File: src/rtl/sata_oob_if.sv
// Signal bundle between the OOB sequencer and its PHY / link-layer neighbours.
// master: the sequencer itself; slave: the PHY/link side driving RX status.
interface sata_oob_if;
    logic i_phy_ready;
    logic i_rx_cominit;
    logic i_rx_comwake;
    logic i_rx_valid;
    logic i_rx_align;
    logic o_tx_elecidle;
    logic o_tx_align;
    logic o_link_up;
    logic o_err;

    modport master (
        input  i_phy_ready, i_rx_cominit, i_rx_comwake, i_rx_valid, i_rx_align,
        output o_tx_elecidle, o_tx_align, o_link_up, o_err
    );

    modport slave (
        output i_phy_ready, i_rx_cominit, i_rx_comwake, i_rx_valid, i_rx_align,
        input  o_tx_elecidle, o_tx_align, o_link_up, o_err
    );
endinterface

File: src/rtl/sata_oob.sv
// Host-side SATA OOB sequencer: COMRESET/COMWAKE bursts, ALIGN exchange, link up.
// Burst/gap timing is produced by gating TX electrical idle; all outputs are registered.
module sata_oob #(
    parameter int unsigned BURST_CYCLES     = 16,
    parameter int unsigned RESET_GAP_CYCLES = 48,
    parameter int unsigned WAKE_GAP_CYCLES  = 16,
    parameter int unsigned NBURSTS          = 6,
    parameter logic [19:0] TIMEOUT_CYCLES   = 20'd880000,
    parameter int unsigned NSYNC            = 3
) (
    input  logic       i_clk,
    input  logic       i_reset_n,
    sata_oob_if.master bus
);
    localparam int unsigned RST_PERIOD  = BURST_CYCLES + RESET_GAP_CYCLES;
    localparam int unsigned WAKE_PERIOD = BURST_CYCLES + WAKE_GAP_CYCLES;
    localparam int unsigned MAX_PERIOD  = (RST_PERIOD > WAKE_PERIOD) ? RST_PERIOD : WAKE_PERIOD;
    localparam int unsigned CW = $clog2(MAX_PERIOD + 1);
    localparam int unsigned BW = $clog2(NBURSTS + 1);
    localparam int unsigned SW = $clog2(NSYNC + 1);

    localparam logic [CW-1:0] BURST_LAST  = CW'(BURST_CYCLES - 1);
    localparam logic [CW-1:0] RST_LAST    = CW'(RST_PERIOD - 1);
    localparam logic [CW-1:0] WAKE_LAST   = CW'(WAKE_PERIOD - 1);
    localparam logic [BW-1:0] BURSTS_LAST = BW'(NBURSTS - 1);
    localparam logic [SW-1:0] SYNC_LAST   = SW'(NSYNC - 1);
    localparam logic [19:0]   TIMER_LAST  = TIMEOUT_CYCLES - 20'd1;

    typedef enum logic [3:0] {
        IDLE,
        COMRESET,
        AWAIT_COMINIT,
        AWAIT_NOCOMINIT,
        COMWAKE,
        AWAIT_COMWAKE,
        AWAIT_NOCOMWAKE,
        AWAIT_ALIGN,
        SEND_ALIGN,
        READY
    } state_t;

    state_t        state;
    logic [CW-1:0] phase_cnt;
    logic [BW-1:0] burst_cnt;
    logic [19:0]   timer;
    logic [SW-1:0] sync_cnt;
    logic          timed;
    logic          timeout;
    logic          period_end;

    always_comb begin
        timed      = state inside {AWAIT_COMINIT, AWAIT_NOCOMINIT, AWAIT_COMWAKE,
                                   AWAIT_NOCOMWAKE, AWAIT_ALIGN, SEND_ALIGN};
        timeout    = timed && (timer == TIMER_LAST);
        period_end = (phase_cnt == ((state == COMRESET) ? RST_LAST : WAKE_LAST));
    end

    // Outputs are assigned alongside the state they belong to, so they track the state register.
    always_ff @(posedge i_clk or negedge i_reset_n) begin
        if (!i_reset_n) begin
            state             <= IDLE;
            phase_cnt         <= '0;
            burst_cnt         <= '0;
            timer             <= '0;
            sync_cnt          <= '0;
            bus.o_tx_elecidle <= 1'b1;
            bus.o_tx_align    <= 1'b1;
            bus.o_link_up     <= 1'b0;
            bus.o_err         <= 1'b0;
        end else begin
            bus.o_err <= 1'b0;
            if (!bus.i_phy_ready) begin
                state             <= IDLE;
                phase_cnt         <= '0;
                burst_cnt         <= '0;
                timer             <= '0;
                sync_cnt          <= '0;
                bus.o_tx_elecidle <= 1'b1;
                bus.o_tx_align    <= 1'b1;
                bus.o_link_up     <= 1'b0;
            end else if (timeout) begin
                state             <= COMRESET;
                phase_cnt         <= '0;
                burst_cnt         <= '0;
                timer             <= '0;
                sync_cnt          <= '0;
                bus.o_tx_elecidle <= 1'b0;
                bus.o_tx_align    <= 1'b1;
                bus.o_err         <= 1'b1;
            end else begin
                case (state)
                    IDLE: begin
                        state             <= COMRESET;
                        phase_cnt         <= '0;
                        burst_cnt         <= '0;
                        bus.o_tx_elecidle <= 1'b0;
                        bus.o_tx_align    <= 1'b1;
                    end
                    // Shared burst/gap engine; only the gap length differs between the two sequences.
                    COMRESET, COMWAKE: begin
                        if (period_end) begin
                            phase_cnt <= '0;
                            if (burst_cnt == BURSTS_LAST) begin
                                burst_cnt         <= '0;
                                timer             <= '0;
                                state             <= (state == COMRESET) ? AWAIT_COMINIT : AWAIT_COMWAKE;
                                bus.o_tx_elecidle <= 1'b1;
                            end else begin
                                burst_cnt         <= burst_cnt + 1'b1;
                                bus.o_tx_elecidle <= 1'b0;
                            end
                        end else begin
                            phase_cnt <= phase_cnt + 1'b1;
                            if (phase_cnt == BURST_LAST) bus.o_tx_elecidle <= 1'b1;
                        end
                    end
                    AWAIT_COMINIT: begin
                        if (bus.i_rx_cominit) begin
                            state <= AWAIT_NOCOMINIT;
                            timer <= '0;
                        end else begin
                            timer <= timer + 1'b1;
                        end
                    end
                    AWAIT_NOCOMINIT: begin
                        if (!bus.i_rx_cominit) begin
                            state             <= COMWAKE;
                            phase_cnt         <= '0;
                            burst_cnt         <= '0;
                            bus.o_tx_elecidle <= 1'b0;
                            bus.o_tx_align    <= 1'b1;
                        end else begin
                            timer <= timer + 1'b1;
                        end
                    end
                    AWAIT_COMWAKE: begin
                        if (bus.i_rx_comwake) begin
                            state <= AWAIT_NOCOMWAKE;
                            timer <= '0;
                        end else begin
                            timer <= timer + 1'b1;
                        end
                    end
                    AWAIT_NOCOMWAKE: begin
                        if (!bus.i_rx_comwake) begin
                            state             <= AWAIT_ALIGN;
                            timer             <= '0;
                            bus.o_tx_elecidle <= 1'b0;
                            bus.o_tx_align    <= 1'b0;
                        end else begin
                            timer <= timer + 1'b1;
                        end
                    end
                    AWAIT_ALIGN: begin
                        if (bus.i_rx_valid && bus.i_rx_align) begin
                            state          <= SEND_ALIGN;
                            timer          <= '0;
                            sync_cnt       <= '0;
                            bus.o_tx_align <= 1'b1;
                        end else begin
                            timer <= timer + 1'b1;
                        end
                    end
                    SEND_ALIGN: begin
                        timer <= timer + 1'b1;
                        if (bus.i_rx_valid) begin
                            if (bus.i_rx_align) begin
                                sync_cnt <= '0;
                            end else if (sync_cnt == SYNC_LAST) begin
                                state          <= READY;
                                bus.o_link_up  <= 1'b1;
                                bus.o_tx_align <= 1'b0;
                            end else begin
                                sync_cnt <= sync_cnt + 1'b1;
                            end
                        end
                    end
                    READY: ;
                    default: state <= IDLE;
                endcase
            end
        end
    end
endmodule
File: src/flat_wrapper.sv
// flat-port wrapper written by rule: the top's interface ports become plain ports
module sata_oob_flat 
#(
    parameter int unsigned BURST_CYCLES     = 16,
    parameter int unsigned RESET_GAP_CYCLES = 48,
    parameter int unsigned WAKE_GAP_CYCLES  = 16,
    parameter int unsigned NBURSTS          = 6,
    parameter logic [19:0] TIMEOUT_CYCLES   = 20'd880000,
    parameter int unsigned NSYNC            = 3
)
  (i_clk, i_reset_n, bus_i_phy_ready, bus_i_rx_cominit, bus_i_rx_comwake, bus_i_rx_valid, bus_i_rx_align, bus_o_tx_elecidle, bus_o_tx_align, bus_o_link_up, bus_o_err);
  sata_oob_if bus_i ();
  input  logic i_clk;
  input  logic i_reset_n;
  input wire logic [$bits(bus_i.i_phy_ready)-1:0] bus_i_phy_ready;
  input wire logic [$bits(bus_i.i_rx_cominit)-1:0] bus_i_rx_cominit;
  input wire logic [$bits(bus_i.i_rx_comwake)-1:0] bus_i_rx_comwake;
  input wire logic [$bits(bus_i.i_rx_valid)-1:0] bus_i_rx_valid;
  input wire logic [$bits(bus_i.i_rx_align)-1:0] bus_i_rx_align;
  output wire logic [$bits(bus_i.o_tx_elecidle)-1:0] bus_o_tx_elecidle;
  output wire logic [$bits(bus_i.o_tx_align)-1:0] bus_o_tx_align;
  output wire logic [$bits(bus_i.o_link_up)-1:0] bus_o_link_up;
  output wire logic [$bits(bus_i.o_err)-1:0] bus_o_err;
  assign bus_i.i_phy_ready = bus_i_phy_ready;
  assign bus_i.i_rx_cominit = bus_i_rx_cominit;
  assign bus_i.i_rx_comwake = bus_i_rx_comwake;
  assign bus_i.i_rx_valid = bus_i_rx_valid;
  assign bus_i.i_rx_align = bus_i_rx_align;
  assign bus_o_tx_elecidle = bus_i.o_tx_elecidle;
  assign bus_o_tx_align = bus_i.o_tx_align;
  assign bus_o_link_up = bus_i.o_link_up;
  assign bus_o_err = bus_i.o_err;
  sata_oob #(.BURST_CYCLES(BURST_CYCLES), .RESET_GAP_CYCLES(RESET_GAP_CYCLES), .WAKE_GAP_CYCLES(WAKE_GAP_CYCLES), .NBURSTS(NBURSTS), .TIMEOUT_CYCLES(TIMEOUT_CYCLES), .NSYNC(NSYNC)) u_core (.i_clk(i_clk), .i_reset_n(i_reset_n), .bus(bus_i));
endmodule
File: config.mk
export PLATFORM = sky130hd
export DESIGN_NAME = sata_oob_flat
export DESIGN_NICKNAME = d
export VERILOG_FILES = /design/src/rtl/sata_oob_if.sv /design/src/rtl/sata_oob.sv /design/src/flat_wrapper.sv
export SDC_FILE = /design/constraint.sdc
export NUM_CORES = 1
export LEC_CHECK = 0
export CORE_MARGIN = 4
export CORE_UTILIZATION = 55
export CTS_BUF_LIST = sky130_fd_sc_hd__clkbuf_16
export DETAILED_ROUTE_END_ITERATION = 6
export PLACE_DENSITY = 0.85
export SYNTH_ARGS = -nofsm -noshare
export SYNTH_HDL_FRONTEND = slang
export SYNTH_SLANG_ARGS = --single-unit
export TNS_END_PERCENT = 20
File: constraint.sdc
create_clock -name i_clk -period 2.2 [get_ports i_clk]
set_input_delay 0.22 -clock i_clk [delete_from_list [all_inputs] [get_ports i_clk]]
set_output_delay 0.22 -clock i_clk [all_outputs]
set_load 0.01 [all_outputs]
## Word-level counts from Yosys, hierarchy flattened

Cells that the tools add are included.

| storage, ports and cells | value |
|---|---|
| output and inout bits | 4 |
| logic and storage cells | 131 |
| flip-flop bits (word level) | 40 |
| bits of input ports | 7 |

| operators by class | value |
|---|---|
| add/subtract/negate cells | 4 |
| reductions and logical operators | 13 |
| equal/unequal tests | 38 |
| multiplexer cells | 67 |

Operators with widths:

| kind | number |
|---|---|
| $mux 20 | 9 |
| $pmux 20 s7 | 1 |
| $mux 4 | 12 |
| $ne 4x3->1 const B | 9 |
| $pmux 4 s9 | 1 |
| $mux 7 | 4 |
| $mux 1 | 22 |
| $pmux 7 s3 | 1 |
| $add 20x1->20 const B | 1 |
| $eq 20x20->1 const B | 1 |
| $mux 3 | 6 |
| $eq 4x3->1 const B | 4 |
| $mux 2 | 6 |
| $reduce_and 4->1 | 3 |
| $reduce_and 11->1 | 1 |
| $ne 9x1->1 const B | 1 |
| $pmux 3 s3 | 1 |
| $eq 4x2->1 const B | 2 |
| $eq 4x4->1 const B | 2 |
| $ne 4x2->1 const B | 2 |
| $add 7x1->7 const B | 1 |
| $eq 7x4->1 const B | 1 |
| $eq 7x7->1 | 1 |
| $ne 7x1->1 const B | 1 |
| other kinds (25) | 29 |

## Logic depth before layout (Yosys ltp)

Gate-level depths: netlist (run 1).

| logic depth | value |
|---|---|
| depth after elaboration | 7 |
| depth in mapped cells | 10 |
| gate-level depth less buffers | 8 |

## Least setup slack after synthesis (run 1)

OpenSTA, ideal clock, no wires.

| timing path | value |
|---|---|
| kind | register to register |
| start point | register u_core.timer[0] |
| end point | register u_core.timer[4] |
| path buffers | 1 |
| library setup time | 69 ps |
| arrival | 2,333 ps |
| period minus slack after synthesis | 2,402 ps |
| stages on the path, launching flop included | 9 |
| required time | 2,131 ps |
| setup slack | -202 ps |
| path through | dfrtp_1 > ha_1 > and4_1 > nand3_2 > o41ai_4 > o21ba_1 > buf_6 > or4_1 > nand3_1 |

| between the ends | value |
|---|---|
| word-level cells in the longest chain between the ends | 5 |
| elaborated cells between the ends (all ways) | 16 |
| classes of those cells | add/sub: 1; eq/ne: 5; mux: 8; reduce/logical: 2 |

RTL lines:

| element | RTL line | text |
|---|---|---|
| from (decl) | sata_oob.sv:45 | `logic [19:0] timer;` |
| from (signal assigned) | sata_oob.sv:122 | `timer <= timer + 1'b1;` |
| from (signal assigned) | sata_oob.sv:133 | `timer <= timer + 1'b1;` |
| from (signal assigned) | sata_oob.sv:141 | `timer <= timer + 1'b1;` |
| $add 20x1->20 | - |  |
| $mux 20, on equally long branches | - |  |
| $pmux 20 s7 | sata_oob.sv:91 | `case (state)` |
| $mux 20 | sata_oob.sv:81 | `end else if (timeout) begin` |
| $mux 20 | sata_oob.sv:72 | `if (!bus.i_phy_ready) begin` |

Several ways; a longest one is shown, not always the timed one. The select of a mux whose other input is x is not followed.
A chain may end at the register's enable or synchronous reset.

## Worst setup path in the final report (run 1)

| timing path | value |
|---|---|
| start point | register u_core.state[1] |
| end point | register u_core.timer[11] |

| between the ends | value |
|---|---|
| word-level cells in the longest chain between the ends | 5 |
| elaborated cells between the ends (all ways) | 21 |
| classes of those cells | eq/ne: 13; mux: 4; reduce/logical: 4 |

RTL lines:

| element | RTL line | text |
|---|---|---|
| from (decl) | sata_oob.sv:42 | `state_t state;` |
| from (signal assigned) | sata_oob.sv:106 | `state <= (state == COMRESET) ? AWAIT_COMINIT : AWAIT_COMWAKE;` |
| $eq 4x1->1 (tied with other cells) | sata_oob.sv:55, sata_oob.sv:91 |  |
| $mux 6 (tied with other cells) | sata_oob.sv:55 | `period_end = (phase_cnt == ((state == COMRESET) ? RST_LAST : WAKE_LAST));` |
| $eq 7x7->1 (tied with other cells) | sata_oob.sv:55 |  |
| $ne 4x2->1 (no source line) (tied with other cells) | - |  |
| $reduce_and 4->1 (no source line) / $mux 20 (equally long branches) | - |  |

Several ways; a longest one is shown, not always the timed one.

==> reports/results.ini, run 1 <==
[route]
postRouteAntennaNets = 0
vias_per_cell = 6.80
vias = 2801
drt_iter0_drc = 374
first_pass_iters = 5
post_drt_wl_per_cell_um = 18.8
routed_wl_mm = 7.75
drc = 0

[clock_network]
cts_buffer_depth = 2
cts_root_buffer = clkbuf_16
cts_inserted_buffers = 5
cts_hold_buf = 0
path_clk_slew_ns = 0.06
cts_htree_levels = 2
numClockSinks = 40
cts_tree = yes
insertion_delay_ns = 0.29

[synthesis]
async_reset_ff_frac = 1.00
yosys_warnings = 0
synthDistinctLibCells = 56
syn_area_per_cell_um2 = 8.60
netlist_area_um2 = 2610
syn_inst = 304
ys_seq_elements = 40
synth_edf_count = 0
ys_seq_area_frac = 0.384
synth_flop_cell = dfrtp_1
synth_fp_nets = 314

[critical_path]
crit_start = u_core.state[1]
cp_num_buf_inv = 2
worstPathArrival_ns = 2.45
cpLargestDelayFamily = simple AND/OR/NAND/NOR gates
worst_setup_path_end_kind = flop
crit_chain = buf_4 > nor4b_4 > buf_4 > nor2_1 > a31o_2 > or4_1 > mux2i_1
cp_slowest_stage_delay_ns = 0.49
crit_top_cell = buf_4
crit_fanout = 8
critPathLaunchType = flop
cpMaxStageDelayCell = or4_1
r2r-start = u_core.state[1]
crit_type = flop to flop
cp.required_ns = 2.41

[cells_and_area]
drive_gt1_frac = 0.258
layout_commonest_cell = buf_4
num_antenna_cells = 0
final_cell_mix = buf_4, dfrtp_1, nand2_1
final_nets = 369
ff_latch_area_um2 = 1000
multi_input_area_um2 = 1640
nFillCells = 283
syn_to_final_growth_pct = 30.9

[sta]
drv_slew = 0
period_share = 1.02
fin_worst_skew_ns = 0.00824
rsz0062_at_grt = true
worst_pin_slew_ns = 0.928
finalHoldViolCount = 0
period_needed_ns = 2.25
finalSetupViolations = 5
slew-limit-headroom = 0.381
fmax_ghz = 0.445
worst_slack_ns = -0.0475
hold-worst-slack_ns = 0.0713

[placed_design]
place_congestion = 0.879
io_buffers = 10
hpwl_mm = 4.58

[die]
fp.coreArea_um2 = 4470
die_w_um = 76.9
rows = 24
die_area_um2 = 5920
chipHeight_um = 76.9
num_io_pins = 11
initial_core_util = 0.584

[pwr]
total_power_mw = 2.94
p_sw_mw = 1.07
clockPowerShare = 0.282
swShare = 0.362
power.density_nw_per_um2 = 860
pwr-share-seq = 0.288
vdd_drop_max_mv = 0.614
intPower_mw = 1.88
p_leak_nw = 1.46
combPwrFrac = 0.430

[job]
maxCapViolCount = 0

[global_routing]
grt_max_degree = 41
grt_pass1_wl_mm = 11.2
first_global_vias = 2463
antenna_found_initial = 0
track_usage = 0.232
overflow = 0

[worst_hold_path]
worstHoldPathType = primary input to async pin

[outcome]
status = finished with violations
violations = negative setup slack

[area by class of cell]
type,count,area share
multi-input combinational,243,0.478
sequential,40,0.294
clock inverter,3,0.0113
inverter,8,0.00878
timing repair buffer,61,0.153
clock buffer,5,0.0366
tap,52,0.0190
[power by group through the flow]
stage / clock [mW] / sequential [mW] / combinational (mW)
3_3_place_gp: 0 / 0.851 / 1.05
2_1_floorplan: 0 / 0.844 / 0.657
4_1_cts: 0.840 / 0.842 / 1.10
6_report: 0.830 / 0.848 / 1.27
3_5_place_dp: 0 / 0.853 / 1.08
5_1_grt: 0.870 / 0.858 / 1.34
[worst reg2reg max path: stages (launching register included)]
cell	delay (ns)
dfrtp_1	0.43
buf_4	0.17
nor4b_4	0.33
buf_4	0.18
nor2_1	0.08
a31o_2	0.32
or4_1	0.49
mux2i_1	0.16
[through the flow]
stage                     setup TNS, ns  instance area, µm²  cells  setup WS [ns]  utilization
after global placement           -0.168                3080    397        -0.0653        0.688
after floorplan                 -0.0362                2630    304        -0.0362            -
after global routing              -1.05                3420    412         -0.141        0.765
after detailed placement         -0.785                3080    397         -0.126        0.688
after CTS                      -0.00897                3250    405       -0.00897        0.727
final                            -0.137                3420    412        -0.0475        0.765
[synthesized netlist by cell type, drive strengths merged (5+ instances only)]
cell type / count / share of area
a21o: 5 / 0.014
a21oi: 20 / 0.038
a22o: 8 / 0.027
and3: 8 / 0.019
buf: 10 / 0.021
dfrtp: 38 / 0.36
inv: 8 / 0.011
mux2i: 10 / 0.038
nand2: 31 / 0.045
nand2b: 8 / 0.019
nand3: 21 / 0.042
nand4: 6 / 0.014
nor2: 24 / 0.034
nor2b: 5 / 0.012
nor3: 10 / 0.021
nor4b: 5 / 0.022
o21ai: 22 / 0.042
o22ai: 7 / 0.017
or4: 6 / 0.017
[path summary, 6_finish.rpt]
check,cells past startpoint,endpoint,slack (ns)
max in group asynchronous,1,u_core.state[2],1.51
worst min register to register,1,u_core.timer[19],0.48
worst max-delay path,7,u_core.timer[11],-0.05
min in group i_clk,1,u_core.timer[19],0.48
worst max register to register,7,u_core.timer[11],-0.05
worst min-delay path,1,u_core.state[2],0.07
[metal layers]
layer	wire [µm]	GRT usage
met1	3200	0.302
met2	3720	0.383
met3	586	0.0445
met4	240	0.0870
met5	0	0
[timing repair]
action,4_1_cts,5_1_grt
buffers inserted,0,6
resized for setup,3,27
endpoints found under the setup margin,11,30
pin swaps,0,6
gates cloned,0,1
[flip-flops by register name, indices dropped and copies added (netlist names)]
name and cells:
u_core.state 4, u_core.burst_cnt 3, u_core.timer 20, u_core.bus.o_tx_elecidle 1, u_core.sync_cnt 2, u_core.bus.o_link_up 1
u_core.bus.o_err 1, u_core.phase_cnt 7, u_core.bus.o_tx_align 1
[cell families after synthesis]
logic type      Yosys count  synth area share
xor+xnor                  3            0.0101
fa+ha+maj                 3            0.0144
mux                      13            0.0512
compound gates           86             0.219
flops                    40             0.384
buf+inv                  22            0.0383
simple gates            137             0.283
Note: power is estimated with default switching activity, not from simulation.
==> run 2: changes to the inputs <==
--- a/config.mk
+++ b/config.mk
@@ -5,7 +5,7 @@
 export SDC_FILE = /design/constraint.sdc
 export NUM_CORES = 1
 export LEC_CHECK = 0
-export CORE_MARGIN = 4
+export CORE_MARGIN = 8
 export CORE_UTILIZATION = 55
 export CTS_BUF_LIST = sky130_fd_sc_hd__clkbuf_16
 export DETAILED_ROUTE_END_ITERATION = 6
@@ -13,4 +13,4 @@
 export SYNTH_ARGS = -nofsm -noshare
 export SYNTH_HDL_FRONTEND = slang
 export SYNTH_SLANG_ARGS = --single-unit
-export TNS_END_PERCENT = 20
+export TNS_END_PERCENT = 1
==> run 2 against run 1 <==
  * The run still ends with negative setup slack left
  * Count of clock-buffer cells in the layout did not move
  * Critical path depth rose by 2
  * Clock skew fell by 0.0029 ns
  * Flip-flop and latch count did not move
  * Sequential share of layout area fell by 0.24 points
  * Global-route usage fell by 2.7 points
  * Power fell by 3.5%
  * Fmax fell by 3.5%
  * Sequential power fell by 1%
  * Die area rose by 22%
  * Critical path type unchanged
  * Largest cell class unchanged
==> reports/results.ini, run 2 (same netlist as run 1, synthesis figures left out) <==
[outcome]
status = finished with violations
violations = negative setup slack

[sta]
period_share = 1.06
fin_worst_skew_ns = 0.00533
worst_slack_ns = -0.129
setup_tns_ns = -0.926
finalSetupViolations = 16
finalHoldViolCount = 0
worst_pin_slew_ns = 0.923
fmax_ghz = 0.429
hold-worst-slack_ns = 0.0582
slew-limit-headroom = 0.385
rsz0062_at_grt = true
period_needed_ns = 2.33
drv_slew = 0

[pwr]
p_leak_nw = 1.51
total_power_mw = 2.84
power.density_nw_per_um2 = 823
vdd_drop_max_mv = 0.560

[global_routing]
track_usage = 0.205
grt_max_degree = 41
antenna_found_initial = 0
overflow = 0
first_global_vias = 2642
grt_pass1_wl_mm = 12.2

[critical_path]
worst_setup_path_end_kind = flop
r2r_slack_ns = -0.13
crit_fanout = 10
critPathLaunchType = flop
cp.required_ns = 2.37
worstPathArrival_ns = 2.50
crit_start = u_core.state[1]
r2r-start = u_core.state[1]
crit_type = flop to flop

[cells_and_area]
utilization = 0.740
final_cell_mix = buf_4, dfrtp_1, nand2_1
nFillCells = 300
final_area_um2 = 3450
drive_gt1_frac = 0.272
num_antenna_cells = 0
ff_latch_area_um2 = 1000
instances_no_fill = 429
top_register = u_core.timer
multi_input_area_um2 = 1590
top_regs = u_core.timer x20, u_core.phase_cnt x7, u_core.state x4
final_nets = 384
largest_register_ffs = 20
syn_to_final_growth_pct = 32.0
layout_commonest_cell = buf_4

[clock_network]
insertion_delay_ns = 0.29
path_clk_slew_ns = 0.06
numClockSinks = 40
cts_tree = yes
cts_hold_buf = 0
cts_htree_levels = 2
cts_inserted_buffers = 5
cts_buffer_depth = 2
cts_root_buffer = clkbuf_16

[die]
num_io_pins = 11
die_w_um = 84.9
die_area_um2 = 7210
initial_core_util = 0.561
fp.coreArea_um2 = 4660
chipHeight_um = 84.9
rows = 25

[route]
wl_met2_mm = 3.84
top_layer = met4
postRouteAntennaNets = 0
met3WireLength_um = 666
drt_iter0_drc = 419
wl_met1_mm = 3.15
first_pass_iters = 6
routed_wl_mm = 7.89
post_drt_wl_per_cell_um = 18.4
vias = 2793
drc = 0
vias_per_cell = 6.51

[job]
maxCapViolCount = 0

[placed_design]
place_congestion = 1.00
post-place-ws_ns = -0.128
dp_cells = 413
hpwl_mm = 4.92
dpl-instance-area_um2 = 3170
io_buffers = 10

[worst_hold_path]
worstHoldPathType = primary input to async pin

run 2: changes by cell type in the layout (fill, tap and decap cells not counted), sizes merged:
| cell | change |
|---|---|
| buf | +16 |
| bufinv | -1 |
| clkinvlp | +2 |
| inv | -1 |
| o21ba | -1 |
run 2: worst paths after layout:
kind	end	cells after the start
worst max register to register	u_core.timer[5]	9
worst max-delay path	u_core.timer[5]	9
worst min-delay path	u_core.sync_cnt[0]	1
max in group asynchronous	u_core.state[0]	1
worst min register to register	u_core.timer[19]	1
min in group i_clk	u_core.timer[19]	1
run 2: routing by layer:
layer,GRT usage,vias up
li1,-,1271
met5,0,-
met3,0.0473,33
met2,0.336,157
met1,0.251,1332
met4,0.0922,0
run 2: cell type report:
cell class / instances / share of cell area
Clock inverter: 3 / 0.00544
Multi-Input combinational cell: 242 / 0.460
Tap cell: 54 / 0.0196
Clock buffer: 5 / 0.0363
Inverter: 8 / 0.00870
Sequential cell: 40 / 0.291
Timing Repair Buffer: 77 / 0.178
run 2: power breakdown:
group | switching (mW) | internal [mW]
logic | 0.722 | 0.557
clock network | 0.308 | 0.416
registers | 0.0434 | 0.793
total | 1.07 | 1.77
run 2: critical path: stages, from the launching register on:
cell and delay [ns]:
dfrtp_1 0.39, buf_4 0.19, buf_4 0.14, nor2_1 0.05, buf_4 0.14, mux2i_1 0.24, o21ai_1 0.20, nor2_2 0.42
o22ai_1 0.17, a22o_1 0.27
run 2: timing repair:
item	in CTS	in global routing
gates resized for setup	5	17
endpoints found under the setup margin	20	32
pin swaps	0	6
buffers inserted	0	8
==> run 3: changes to the inputs <==
--- a/config.mk
+++ b/config.mk
@@ -5,6 +5,7 @@
 export SDC_FILE = /design/constraint.sdc
 export NUM_CORES = 1
 export LEC_CHECK = 0
+export CORE_ASPECT_RATIO = 0.75
 export CORE_MARGIN = 8
 export CORE_UTILIZATION = 55
 export CTS_BUF_LIST = sky130_fd_sc_hd__clkbuf_16
==> run 3 against run 2 <==
  * The run still ends with negative setup slack left
  * Via count rose by 10%
  * Sequential share of layout area fell by 1.8 points
  * Register-to-register slack improved by 0.03 ns
  * First-iteration DRC count rose by 10%
  * Routed wire length rose by 25%
  * Flip-flop and latch count did not move
  * Global-route usage rose by 5.3 points
  * Power rose by 15%
  * Fmax rose by 1.2%
  * Non-clock buffer count rose by 6
  * Clock skew rose by 0.0019 ns
  * Critical path type unchanged
  * Highest routed layer unchanged
==> reports/results.ini, run 3 (same netlist as run 1, synthesis figures left out) <==
[sta]
drv_slew = 0
fmax_ghz = 0.435
rsz0062_at_grt = true
period_share = 1.05
finalSetupViolations = 18
worst_pin_slew_ns = 0.635
period_needed_ns = 2.30
finalHoldViolCount = 0
slew-limit-headroom = 0.577
fin_worst_skew_ns = 0.00726
worst_slack_ns = -0.101

[die]
fp.coreArea_um2 = 4520
die_w_um = 95.6
initial_core_util = 0.578
num_io_pins = 11
chipHeight_um = 75.7
die_area_um2 = 7240
rows = 21

[cells_and_area]
largest_register_ffs = 20
top_register = u_core.timer
drive_gt1_frac = 0.333
syn_to_final_growth_pct = 40.7
final_cell_mix = buf_4, dfrtp_1, nand2_1
utilization = 0.814
final_nets = 390
layout_commonest_cell = buf_4
num_antenna_cells = 0
top_regs = u_core.timer x20, u_core.phase_cnt x7, u_core.state x4

[pwr]
vdd_drop_max_mv = 0.571
total_power_mw = 3.28
p_leak_nw = 1.59
power.density_nw_per_um2 = 890

[placed_design]
post-place-ws_ns = -0.124
place_congestion = 0.919
hpwl_mm = 5.32
io_buffers = 10

[critical_path]
critPathLaunchType = flop
worst_setup_path_end_kind = flop
worstPathArrival_ns = 2.49
crit_fanout = 5
crit_type = flop to flop
cp.required_ns = 2.39

[route]
vias = 3085
postRouteAntennaNets = 0
drc = 0
first_pass_iters = 5
drt_iter0_drc = 461
vias_per_cell = 7.04
post_drt_wl_per_cell_um = 22.6
routed_wl_mm = 9.88

[job]
maxCapViolCount = 0

[clock_network]
numClockSinks = 40
cts_inserted_buffers = 5
path_clk_slew_ns = 0.07
cts_htree_levels = 2
cts_buffer_depth = 2
cts_root_buffer = clkbuf_16
cts_tree = yes
insertion_delay_ns = 0.29

[global_routing]
grt_pass1_wl_mm = 14.5
grt_max_degree = 21
overflow = 0
track_usage = 0.258
first_global_vias = 2942
antenna_found_initial = 0

[outcome]
violations = negative setup slack
status = finished with violations

[worst_hold_path]
worstHoldPathType = primary input to async pin

run 3: layer usage:
layer,part of all wire,GRT usage
met5,0,0
met4,0.066,0.124
met3,0.10,0.0531
met2,0.45,0.425
met1,0.38,0.318
run 3: cell type report:
cell class	count	area, µm²
flip-flops and latches	40	1010
inverters	8	33.8
repair buffers	83	684
well taps	57	71.3
clock buffers	5	125
multi-input cells	242	1710
fillers	255	841
clock inverters	3	46.3
run 3: power by group:
part | internal (mW) | switching, mW
registers | 0.793 | 0.0520
clock network | 0.539 | 0.320
logic | 0.693 | 0.878
total | 2.03 | 1.25
run 3: path summary, 6_finish.rpt:
path                                          from                  end  slack [ns]  depth (start not counted)
worst max-delay path               u_core.timer[3]     u_core.timer[17]       -0.10                          7
worst min-delay path                     i_reset_n  u_core.phase_cnt[2]        0.43                          2
worst max register to register     u_core.timer[3]     u_core.timer[17]       -0.10                          7
worst min register to register  u_core.sync_cnt[0]   u_core.sync_cnt[0]        0.51                          2
max in group asynchronous                i_reset_n   u_core.sync_cnt[0]        1.18                          3
min in group i_clk              u_core.sync_cnt[0]   u_core.sync_cnt[0]        0.51                          2
run 3: worst max-delay path, cell delays in order, from the launching register on:
cell and delay (ns):
dfrtp_1 0.37, buf_4 0.16, nand3_1 0.16, nor3_1 0.40, and3_1 0.32, nand3_1 0.18, or4_4 0.44, mux2i_1 0.19
run 3: timing repair:
| item | CTS | global route |
|---|---|---|
| hold endpoints to repair | 16 | 0 |
| buffers inserted | 13 | 3 |
| setup endpoints to repair | 23 | 38 |
| gates resized for setup | 29 | 29 |
| hold buffers | 1 | 0 |
| pin swaps | 9 | 11 |
run 3: metrics by stage:
| stage | cells | hold slack, ns | TNS (ns) | cell area [µm²] |
|---|---|---|---|---|
| after detailed placement | 415 | 0.184 | -1.28 | 3170 |
| after floorplan | 304 | -0.0756 | -0.0362 | 2630 |
| after global routing | 438 | 0.466 | -2.18 | 3680 |
| after CTS | 435 | 0.418 | -0.00170 | 3550 |
| after global placement | 415 | 0.182 | -0.967 | 3170 |
| final | 438 | 0.434 | -0.826 | 3680 |
